## src/rtl/fetch_prefetch_queue.sv

```systemverilog
// fetch_prefetch_queue
//   Decoupled instruction-fetch front end. A sequential PC generator issues
//   word-aligned requests to an in-order instruction memory. Kept responses
//   are paired with their PC and queued in a DEPTH-entry FIFO that feeds
//   decode over a valid/ready handshake. A redirect flushes the FIFO and
//   discards every response that is still in flight at that moment.
//
//   Handshakes: a transfer happens on a rising clk edge where valid and ready
//   are both high. Valid never depends on ready in the same cycle. The imem
//   response channel has no ready: one response per accepted request, in
//   order.
//
// Ports
//   clk, reset       clock; synchronous active-high reset
//   redirect         restart fetch at redirect_pc (highest priority)
//   redirect_pc      new fetch PC, bits [1:0] ignored
//   imem_req_valid   request offered, address imem_req_addr
//   imem_req_ready   memory accepts the request this cycle
//   imem_req_addr    word-aligned fetch address
//   imem_rsp_valid   response word present on imem_rsp_data
//   imem_rsp_data    instruction word
//   out_valid        FIFO head valid
//   out_ready        decode consumes the head
//   out_pc           PC of the head instruction (0 when empty)
//   out_instr        head instruction (0 when empty)

module fetch_prefetch_queue #(
    parameter int unsigned      XLEN     = 32,
    parameter int unsigned      PCLEN    = 32,
    parameter logic [PCLEN-1:0] RESET_PC = '0,
    parameter int unsigned      DEPTH    = 4
) (
    input  logic             clk,
    input  logic             reset,
    input  logic             redirect,
    input  logic [PCLEN-1:0] redirect_pc,
    output logic             imem_req_valid,
    input  logic             imem_req_ready,
    output logic [PCLEN-1:0] imem_req_addr,
    input  logic             imem_rsp_valid,
    input  logic [XLEN-1:0]  imem_rsp_data,
    output logic             out_valid,
    input  logic             out_ready,
    output logic [PCLEN-1:0] out_pc,
    output logic [XLEN-1:0]  out_instr
);

    localparam int unsigned AW      = $clog2(DEPTH);
    localparam int unsigned CW      = AW + 1;
    localparam logic [CW:0] DEPTH_W = (CW + 1)'(DEPTH);
    localparam logic [PCLEN-1:0] PC_STEP = PCLEN'(4);

    logic [PCLEN-1:0] fetch_pc;
    logic [PCLEN-1:0] rsp_pc;
    logic [AW-1:0]    rd_ptr;
    logic [AW-1:0]    wr_ptr;
    logic [CW-1:0]    count;
    logic [CW-1:0]    outstanding;
    logic [CW-1:0]    drop_cnt;

    logic [PCLEN-1:0] pc_mem    [DEPTH];
    logic [XLEN-1:0]  instr_mem [DEPTH];

    logic [PCLEN-1:0] redirect_aligned;
    logic             redirect_pc_unused;
    logic [CW:0]      credit_used;
    logic             req_fire;
    logic             rsp_drop;
    logic             push;
    logic             pop;

    assign redirect_aligned   = {redirect_pc[PCLEN-1:2], 2'b00};
    assign redirect_pc_unused = ^redirect_pc[1:0];

    // Queued entries plus in-flight requests (stale ones included) may never
    // exceed DEPTH, so every response that is kept always has a FIFO slot.
    assign credit_used    = {1'b0, count} + {1'b0, outstanding};
    assign imem_req_valid = !reset && !redirect && (credit_used < DEPTH_W);
    assign imem_req_addr  = fetch_pc;
    assign req_fire       = imem_req_valid && imem_req_ready;

    assign rsp_drop  = imem_rsp_valid && (drop_cnt != '0);
    assign push      = imem_rsp_valid && !rsp_drop && !redirect;
    assign out_valid = (count != '0);
    assign pop       = out_valid && out_ready && !redirect;

    assign out_pc    = out_valid ? pc_mem[rd_ptr]    : '0;
    assign out_instr = out_valid ? instr_mem[rd_ptr] : '0;

    always_ff @(posedge clk) begin
        if (reset) begin
            fetch_pc    <= RESET_PC;
            rsp_pc      <= RESET_PC;
            rd_ptr      <= '0;
            wr_ptr      <= '0;
            count       <= '0;
            outstanding <= '0;
            drop_cnt    <= '0;
        end else begin
            // req_fire is already low during a redirect.
            outstanding <= outstanding + CW'(req_fire) - CW'(imem_rsp_valid);
            if (redirect) begin
                // Everything still in flight after this cycle belongs to the
                // abandoned path; any older drop count is a subset of it.
                drop_cnt <= outstanding - CW'(imem_rsp_valid);
                rd_ptr   <= '0;
                wr_ptr   <= '0;
                count    <= '0;
                fetch_pc <= redirect_aligned;
                rsp_pc   <= redirect_aligned;
            end else begin
                if (req_fire) begin
                    fetch_pc <= fetch_pc + PC_STEP;
                end
                if (rsp_drop) begin
                    drop_cnt <= drop_cnt - CW'(1);
                end
                if (push) begin
                    wr_ptr <= wr_ptr + AW'(1);
                    rsp_pc <= rsp_pc + PC_STEP;
                end
                if (pop) begin
                    rd_ptr <= rd_ptr + AW'(1);
                end
                count <= count + CW'(push) - CW'(pop);
            end
        end
    end

    // Storage needs no reset: out_valid gates the head.
    always_ff @(posedge clk) begin
        if (!reset && push) begin
            pc_mem[wr_ptr]    <= rsp_pc;
            instr_mem[wr_ptr] <= imem_rsp_data;
        end
    end

    always_ff @(posedge clk) begin
        if (!reset) begin
            assert (credit_used <= DEPTH_W)
                else $error("fetch_prefetch_queue: count + outstanding exceeds DEPTH");
            assert (drop_cnt <= outstanding)
                else $error("fetch_prefetch_queue: drop_cnt exceeds outstanding");
            assert (!(imem_rsp_valid && (outstanding == '0)))
                else $error("fetch_prefetch_queue: response with nothing outstanding");
        end
    end

endmodule
```

## config.mk

```make
export PLATFORM = sky130hd
export DESIGN_NAME = fetch_prefetch_queue
export DESIGN_NICKNAME = d
export VERILOG_FILES = /design/src/rtl/fetch_prefetch_queue.sv
export SDC_FILE = /design/constraint.sdc
export NUM_CORES = 1
export LEC_CHECK = 0
export CORE_ASPECT_RATIO = 1.1
export CORE_UTILIZATION = 60
export DETAILED_ROUTE_END_ITERATION = 12
export PLACE_DENSITY = 0.81
export SYNTH_ARGS = -nofsm -noshare
export SYNTH_HDL_FRONTEND = slang
export SYNTH_SLANG_ARGS = --single-unit
export TNS_END_PERCENT = 5
```

## constraint.sdc

```tcl
create_clock -name clk -period 6 [get_ports clk]
set_input_delay 1.2 -clock clk [delete_from_list [all_inputs] [get_ports clk]]
set_output_delay 1.2 -clock clk [all_outputs]
set_load 0.1 [all_outputs]
```

* After elaboration in Yosys (flattened, before gate mapping) *
Memories as Yosys holds them, arrays and structs flattened. A register that Yosys moved wholly into a read port is not among the register bits.
Cells that the tools add are included.

word-level totals
  register bits = 77
  bits in latches = 0
  RAM bits = 256
  bits in read-only memories = 0
  bits of input ports = 70
  word-level logic and storage cells = 55
  memories = 2

memories
  name       words  bits a word  read ports  clocked after Yosys merged registers in  wr ports  line  text
  instr_mem  4      32           1           1                                        1         62    logic [XLEN-1:0] instr_mem [DEPTH];
  pc_mem     4      32           1           1                                        1         61    logic [PCLEN-1:0] pc_mem [DEPTH];

cells by class
  add/subtract/negate cells = 11
  $mul = 0
  divide/modulo/power cells = 0
  order comparisons = 1
  equality and inequality tests = 0
  shift operators = 0
  mux-type cells = 14
  bitwise gates (word level) = 0
  reductions and logical operators = 18

operators with widths
  operator                 count
  $mux W32                 6
  $add A32 B3 Y32 const B  2
  $logic_and A1 B1 Y1      9
  $sub A3 B1 Y3            3
  $mux W2                  4
  $add A3 B1 Y3            2
  $mux W3                  2
  $reduce_bool A2 Y1       3
  $reduce_bool A3 Y1       2
  $add A2 B1 Y2 const B    2
  $add A3 B3 Y4            1
  $lt A4 B3 Y1 const B     1
  $logic_not A1 Y1         3
  $sub A3 B1 Y3 const B    1
  $mux W1                  2
  $reduce_or A2 Y1         1

* Depth between registers and ports, before layout *
Gate-level depths: netlist of the first run.

  depth in word-level cells = 8
  depth in mapped cells = 14
  mapped depth without buffers = 12

* Least setup slack after synthesis of the first run *
Ideal clock, no wire load.

  path type = input-to-output
  start = input reset
  end = output imem_req_valid
  arrival time = 3686 ps
  slack = 1114 ps
  stages on the path = 4
  cells stage by stage = buf_6 -> or2_1 -> buf_6 -> nor3_1

between the ends
  cells in the longest elaborated chain, start to end = 3

RTL lines
  what                               line  text
  start: declaration                 34    input logic reset,
  $logic_not A1 Y1                   --
  $logic_and A1 B1 Y1 (2 in series)  78    assign imem_req_valid = !reset && !redirect && (credit_used < DEPTH_W);
  end: declaration                   37    output logic imem_req_valid,

No other way between the ends.

==> results of run 1 <==
cell usage in the layout, fill, tap and decap left out, drive strengths merged, types with 3 or more instances in the layout:
cell type and instances:
bufinv 3, xnor2 26, nand2 45, a41oi 4
ha 16, dfxtp 75, buf 17, nor2b 65
a2111oi 3, and2 7, mux4 62, or4 6
nor4 10, clkbuf 40, conb 4, edfxtp 248
a211oi 9, a31oi 19, xor2 6, nand3 23
or2 3, a21boi 10, nand4 13, a21oi 26
a311oi 7, o211ai 8, inv 31, o21ai 18
and4 7, or3 10, clkdlybuf4s50 159, nor2 47
a21o 7, and3 9, clkinv 10, nor3 12
nand4b 4
power by group through the flow:
stage          Combinational [µW]  Sequential (µW)  Clock [µW]
3_5_place_dp                  599             2580           0
6_report                      602             2530        1890
2_1_floorplan                 349             2650           0
4_1_cts                       603             2530        1920
3_3_place_gp                  590             2570           0
5_1_grt                       636             2540        2000
critical path, cell delays in order, from the launching register on:
cell             delay, ns
dfxtp_4               0.82
buf_12                0.33
mux4_2                0.56
nor2b_1               0.15
clkdlybuf4s50_1       0.99
metal layers:
layer  routed length [µm]  vias up  part of all wire  track usage
met5                    0        -                 0            0
met4                  587        0             0.021      0.07464
met2                14060      415              0.50       0.4221
li1                     -     3813                 -            -
met1                11610     4117              0.41       0.3392
met3                 2011       50             0.071      0.02829
cells in the mapped netlist, types with 13 or more instances:
library cell,number
nor2b_1,65
nand2_1,45
clkbuf_1,24
nor2_1,46
nand4_1,13
a31oi_1,19
ha_1,16
o21ai_0,18
a21oi_1,26
edfxtp_1,248
nand3_1,19
mux4_2,62
xnor2_1,26
inv_1,30
dfxtp_1,75
cells by family (layout without fill, tap and decap cells):
logic type / Yosys count / in the layout
adders and majority gates: 18 / 18
DFF: 323 / 323
and+or+nand+nor: 269 / 269
muxes: 63 / 63
other: 1 / 4
AOI/OAI and AO/OA: 123 / 123
buffers and inverters: 83 / 262
xor gates and xnor gates: 32 / 32
worst min path at each step:
stage | cells after the start | endpoint | slack [ns] | from
after detailed placement | 2 | imem_req_addr[12]$_SDFFE_PP0P_ | 0.52 | imem_req_addr[12]$_SDFFE_PP0P_
after CTS | 2 | imem_req_addr[12]$_SDFFE_PP0P_ | 0.53 | imem_req_addr[12]$_SDFFE_PP0P_
final | 2 | imem_req_addr[12]$_SDFFE_PP0P_ | 0.54 | imem_req_addr[12]$_SDFFE_PP0P_
after global routing | 0 | pc_mem[3][31]$_DFFE_PP_ | 0.55 | rsp_pc[31]$_SDFFE_PP0P_
after global placement | 2 | flip-flop | 0.51 | rd_ptr[1]$_SDFFE_PP0P_
after floorplan | 0 | pc_mem[0][30]$_DFFE_PP_ | 0.47 | rsp_pc[30]$_SDFFE_PP0P_
per-stage QoR:
| stage | worst slack [ns] | util | instance area (µm²) | cells | power (µW) |
|---|---|---|---|---|---|
| 6_report | 1.355 | 0.7438 | 16500 | 1389 | 5026 |
| 3_5_place_dp | 1.870 | 0.6990 | 15500 | 1334 | 3176 |
| 5_1_grt | 1.170 | 0.7438 | 16500 | 1389 | 5181 |
| 3_3_place_gp | 1.879 | 0.6990 | 15500 | 1334 | 3164 |
| 4_1_cts | 1.266 | 0.7438 | 16500 | 1389 | 5055 |
| 2_1_floorplan | 1.114 | - | 13640 | 915 | 2998 |
state kept, by name (all words and copies together) (netlist names), named ones only:
register       flops
count              3
drop_cnt           3
rd_ptr             2
wr_ptr             2
rsp_pc            30
pc_mem           120
imem_req_addr     30
instr_mem        128
outstanding        3
area by class of cell:
type                    instances  area [µm²]
repair buffers                176        1729
clock inverters                15       143.9
multi-input cells             509        4335
clock buffers                  40       850.8
inverters                      31       116.4
well taps                     295       369.1
fillers                      1365        5682
flip-flops and latches        323        8954
==> impl_metrics.json, run 1 <==
{
  "wire_per_inst_um": 20.36,
  "numCtsBuffers": 30,
  "grt_pass1_vias": 8391,
  "synth-seq-cells": 323,
  "power_leakage_uw": 0.005282,
  "p_sw_uw": 1252,
  "globalRouteTotalUtil": 0.2482,
  "setup_violations": 0,
  "cts_tree": "built",
  "synth_area_leaders": "edfxtp_1 55%, dfxtp_1 11%, mux4_2 10%",
  "setup_tns_ns": 0,
  "slew_violations": 0,
  "hp-class": "reg -> reg",
  "diodes": 0,
  "seq_power_share": 0.504,
  "clk_latency_ns": 0.55,
  "slew_headroom": 0.2920,
  "min_period_over_period": 0.7742,
  "p_sw_frac": 0.2490,
  "fin_nets": 1159,
  "dieWidth_um": 145.7,
  "hold_viol": 0,
  "postCtsSetupRepairBufs": 0,
  "synth_top_area_frac": 0.5466,
  "synth.yosys.seq_area_share": 0.6567,
  "finalCriticalPeriod_ns": 4.645,
  "drv_cap": 0,
  "p_int_uw": 3775,
  "overflow": 0,
  "synth_area_um2": 13630,
  "clkTransAtPathRegs_ns": 0.06,
  "coreArea_um2": 22180,
  "comb_power_share": 0.120,
  "r2r-end": "outstanding[2]$_SDFF_PP0_",
  "end_kind": "primary output",
  "cp_max_fo": 35,
  "drt_iter0_drc": 636,
  "synth_ff_type": "edfxtp_1",
  "num_io_pins": 168,
  "worst_pin_slew_ns": 1.059,
  "cp.required_ns": 4.80,
  "critPathLaunchType": "flip-flop",
  "synth-compound-area-share": 0.06070,
  "first_pass_iters": 5,
  "cts_resized": 0,
  "r2r_setup_slack_ns": 3.11,
  "gp_congestion": 0.8616,
  "vias_per_cell": 6.044,
  "clkPwrFrac": 0.376,
  "wirelength_um": 28280,
  "die_h_um": 160.1,
  "dp.final_hpwl_um": 17090,
  "path_class": "reg -> out",
  "drive_gt1_frac": 0.1325,
  "clockBufferDepth": 3,
  "ant_nets": 0,
  "holdWs_ns": 0.5392,
  "ys_warn_count": 0,
  "final.setup_skew_ns": 0.01948,
  "root_buffer": "clkbuf_16",
  "areaGrowthSynthToFinish_pct": 21.08,
  "dieArea_um2": 23320,
  "port_buffers": 161,
  "synthArstFlopShare": 0,
  "grt_pass1_wl_um": 44980,
  "cts_max_level": 1,
  "rsz0062_at_grt": "false",
  "syn_area_per_cell_um2": 14.94,
  "synth_edf_count": 248,
  "synth_xor_area_frac": 0.02057,
  "synth_fa_ha_area_frac": 0.01763,
  "muxShareOfSynthArea": 0.1032,
  "synth-simple-area-share": 0.1142,
  "synthDistinctLibCells": 65,
  "peakVddDrop_mv": 0.1707,
  "grt_max_degree": 65,
  "cts_sinks": 323,
  "yosys.area.top_type": "edfxtp_1",
  "critPathArrivalTime_ns": 3.45,
  "endpoint": "out_instr[24]",
  "row_count": 57,
  "antenna_found_initial": 0,
  "reg2regPathDepth": 13,
  "drc_errors": 0,
  "netlist_instances": 912,
  "r2r-start": "outstanding[2]$_SDFF_PP0_",
  "start_util": 0.6143,
  "vias": 8395,
  "outcome": "complete, no violations",
  "clock.fmax_mhz": 215.3,
  "synth_top_family_by_area": "simple AND/OR/NAND/NOR gates",
  "p_per_area_nw_per_um2": 304.7,
  "cts-hold-fix-buffers": 0
}
(Power assumes the default switching activity.)
==> inputs of run 2 (changes only) <==
- CORE_UTILIZATION: 60 -> 50
- PLACE_DENSITY: 0.81 -> 0.72
- clock period: 6 -> 3.8 ns (I/O delays scaled with it)
==> run 2 against run 1 <==
Sequential cell count stayed put. Cell count rose by 4.8%. Clock power is 57% higher. First-iteration DRC count fell by 7.2%. Highest routed layer unchanged. Via count down 2.3%. Clock skew fell by 0.0047 ns. Critical path type unchanged. Utilization is 13 points lower. Hold slack got worse by 0.010 ns.
==> impl_metrics.json, run 2 (synthesis results as in run 1) <==
{
  "outcome": "complete, no violations",
  "postCtsSetupRepairBufs": 0,
  "dp.final_hpwl_um": 17170,
  "vias": 8204,
  "largest_reg_flops": 128,
  "clk_latency_ns": 0.54,
  "reg_top3": "instr_mem (128), pc_mem (120)",
  "cp_max_fo": 24,
  "gr-max-usage-layer": "met2",
  "areaGrowthSynthToFinish_pct": 21.74,
  "drt_iter0_drc": 590,
  "wirelength_um": 27370,
  "hp-class": "reg -> reg",
  "slew_violations": 0,
  "overflow": 0,
  "dieWidth_um": 159.4,
  "layout_common_cells": "248 x edfxtp_1, 96 x clkdlybuf4s50_1, 73 x dfxtp_1",
  "clock.fmax_mhz": 312.0,
  "numCtsBuffers": 31,
  "row_count": 63,
  "first_pass_iters": 5,
  "drc_errors": 0,
  "grt_pass1_vias": 7981,
  "finalCriticalPeriod_ns": 3.205,
  "cp_slowest_cell": "dfxtp_4",
  "grtUsageMet1": 0.2872,
  "r2r_setup_slack_ns": 1.10,
  "endpoint": "out_pc[4]",
  "p_per_area_nw_per_um2": 477.1,
  "min_period_over_period": 0.8433,
  "rsz0062_at_grt": "false",
  "start_util": 0.5069,
  "coreArea_um2": 26880,
  "dieArea_um2": 27920,
  "cts_resized": 0,
  "holdWs_ns": 0.5287,
  "r2r-start": "outstanding[2]$_SDFF_PP0_",
  "hold_viol": 0,
  "gp_congestion": 0.8580,
  "final.setup_skew_ns": 0.01483,
  "setup_tns_ns": 0,
  "grt_pass1_wl_um": 43550,
  "top_register": "instr_mem",
  "stdcell_area_um2": 16590,
  "placed_cell_area_um2": 15590,
  "grt_use_met2": 0.3238,
  "vias_per_cell": 5.635,
  "grt_max_degree": 65,
  "globalRouteTotalUtil": 0.1987,
  "cp.required_ns": 3.04,
  "layout_commonest_cell": "edfxtp_1",
  "clkTransAtPathRegs_ns": 0.06,
  "cts_tree": "built",
  "path_class": "reg -> out",
  "fin_nets": 1163,
  "diodes": 0,
  "critPathArrivalTime_ns": 2.44,
  "power_leakage_uw": 0.005474,
  "cpPeakStageDelay_ns": 0.63,
  "cts_sinks": 323,
  "slew_headroom": 0.3434,
  "peakVddDrop_mv": 0.3189,
  "num_io_pins": 168,
  "end_kind": "primary output",
  "die_h_um": 175.1,
  "drv_cap": 0,
  "r2r-end": "outstanding[2]$_SDFF_PP0_",
  "root_buffer": "clkbuf_16",
  "cts_max_level": 1,
  "setup_violations": 0,
  "cts-hold-fix-buffers": 0,
  "port_buffers": 161,
  "grt_util_met3": 0.02706,
  "drive_gt1_frac": 0.1956,
  "clockBufferDepth": 3,
  "crit_path_cell_trace": "buf_12, mux4_2, nor2b_1, buf_4",
  "ant_nets": 0,
  "critPathLaunchType": "flip-flop",
  "antenna_found_initial": 0,
  "reg2regPathDepth": 12,
  "worst_pin_slew_ns": 0.9819,
  "wire_per_inst_um": 18.80
}
## run 2: critical path, delay by kind of cell, from the launching register on
kind,cells,cell delay [ns]
AND/OR/NAND/NOR,1,0.17
multiplexers,1,0.52
flip-flops,1,0.63
buffers and inverters,2,0.55
## run 2: per-stage QoR
step / power [µW] / cells / worst slack (ns) / utilization
2_1_floorplan: 4735 / 915 / 0.5572 / -
3_3_place_gp: 5011 / 1399 / 0.5013 / 0.5799
3_5_place_dp: 5023 / 1399 / 0.4899 / 0.5799
4_1_cts: 7979 / 1456 / 0.5043 / 0.6171
5_1_grt: 8184 / 1456 / 0.4455 / 0.6171
6_report: 7914 / 1456 / 0.5953 / 0.6171
## run 2: routing by layer
layer,up-vias,part of all wire
li1,3837,-
met1,4066,0.45
met2,269,0.48
met3,32,0.062
met4,0,0.012
met5,-,0
## run 2: worst min-delay path by stage
stage	cells past startpoint	slack, ns	end	startpoint
floorplan	0	0.47	pc_mem[0][30]$_DFFE_PP_	rsp_pc[30]$_SDFFE_PP0P_
global placement	2	0.51	imem_req_addr[31]$_SDFFE_PP0P_	imem_req_addr[31]$_SDFFE_PP0P_
detailed placement	2	0.50	flip-flop	rd_ptr[1]$_SDFFE_PP0P_
CTS	2	0.53	flip-flop	rd_ptr[1]$_SDFFE_PP0P_
global route	1	0.56	imem_req_addr[30]$_SDFFE_PP0P_	imem_req_addr[30]$_SDFFE_PP0P_
finish	2	0.53	flip-flop	rd_ptr[1]$_SDFFE_PP0P_
## run 2: final cells by class
type | count | area (µm²)
Fill cell | 2003 | 10290
Sequential cell | 323 | 8954
Multi-Input combinational cell | 509 | 4340
Timing Repair Buffer | 179 | 1732
Clock buffer | 52 | 949.7
Tap cell | 357 | 446.7
Inverter | 31 | 116.4
Clock inverter | 5 | 50.05
## run 2: where the power goes
part	switching, µW	internal [µW]	leakage [µW]	total, µW
combinational	651	299	0.00210	950
clock	1210	1760	0.000499	2970
sequential	101	3900	0.00287	4000
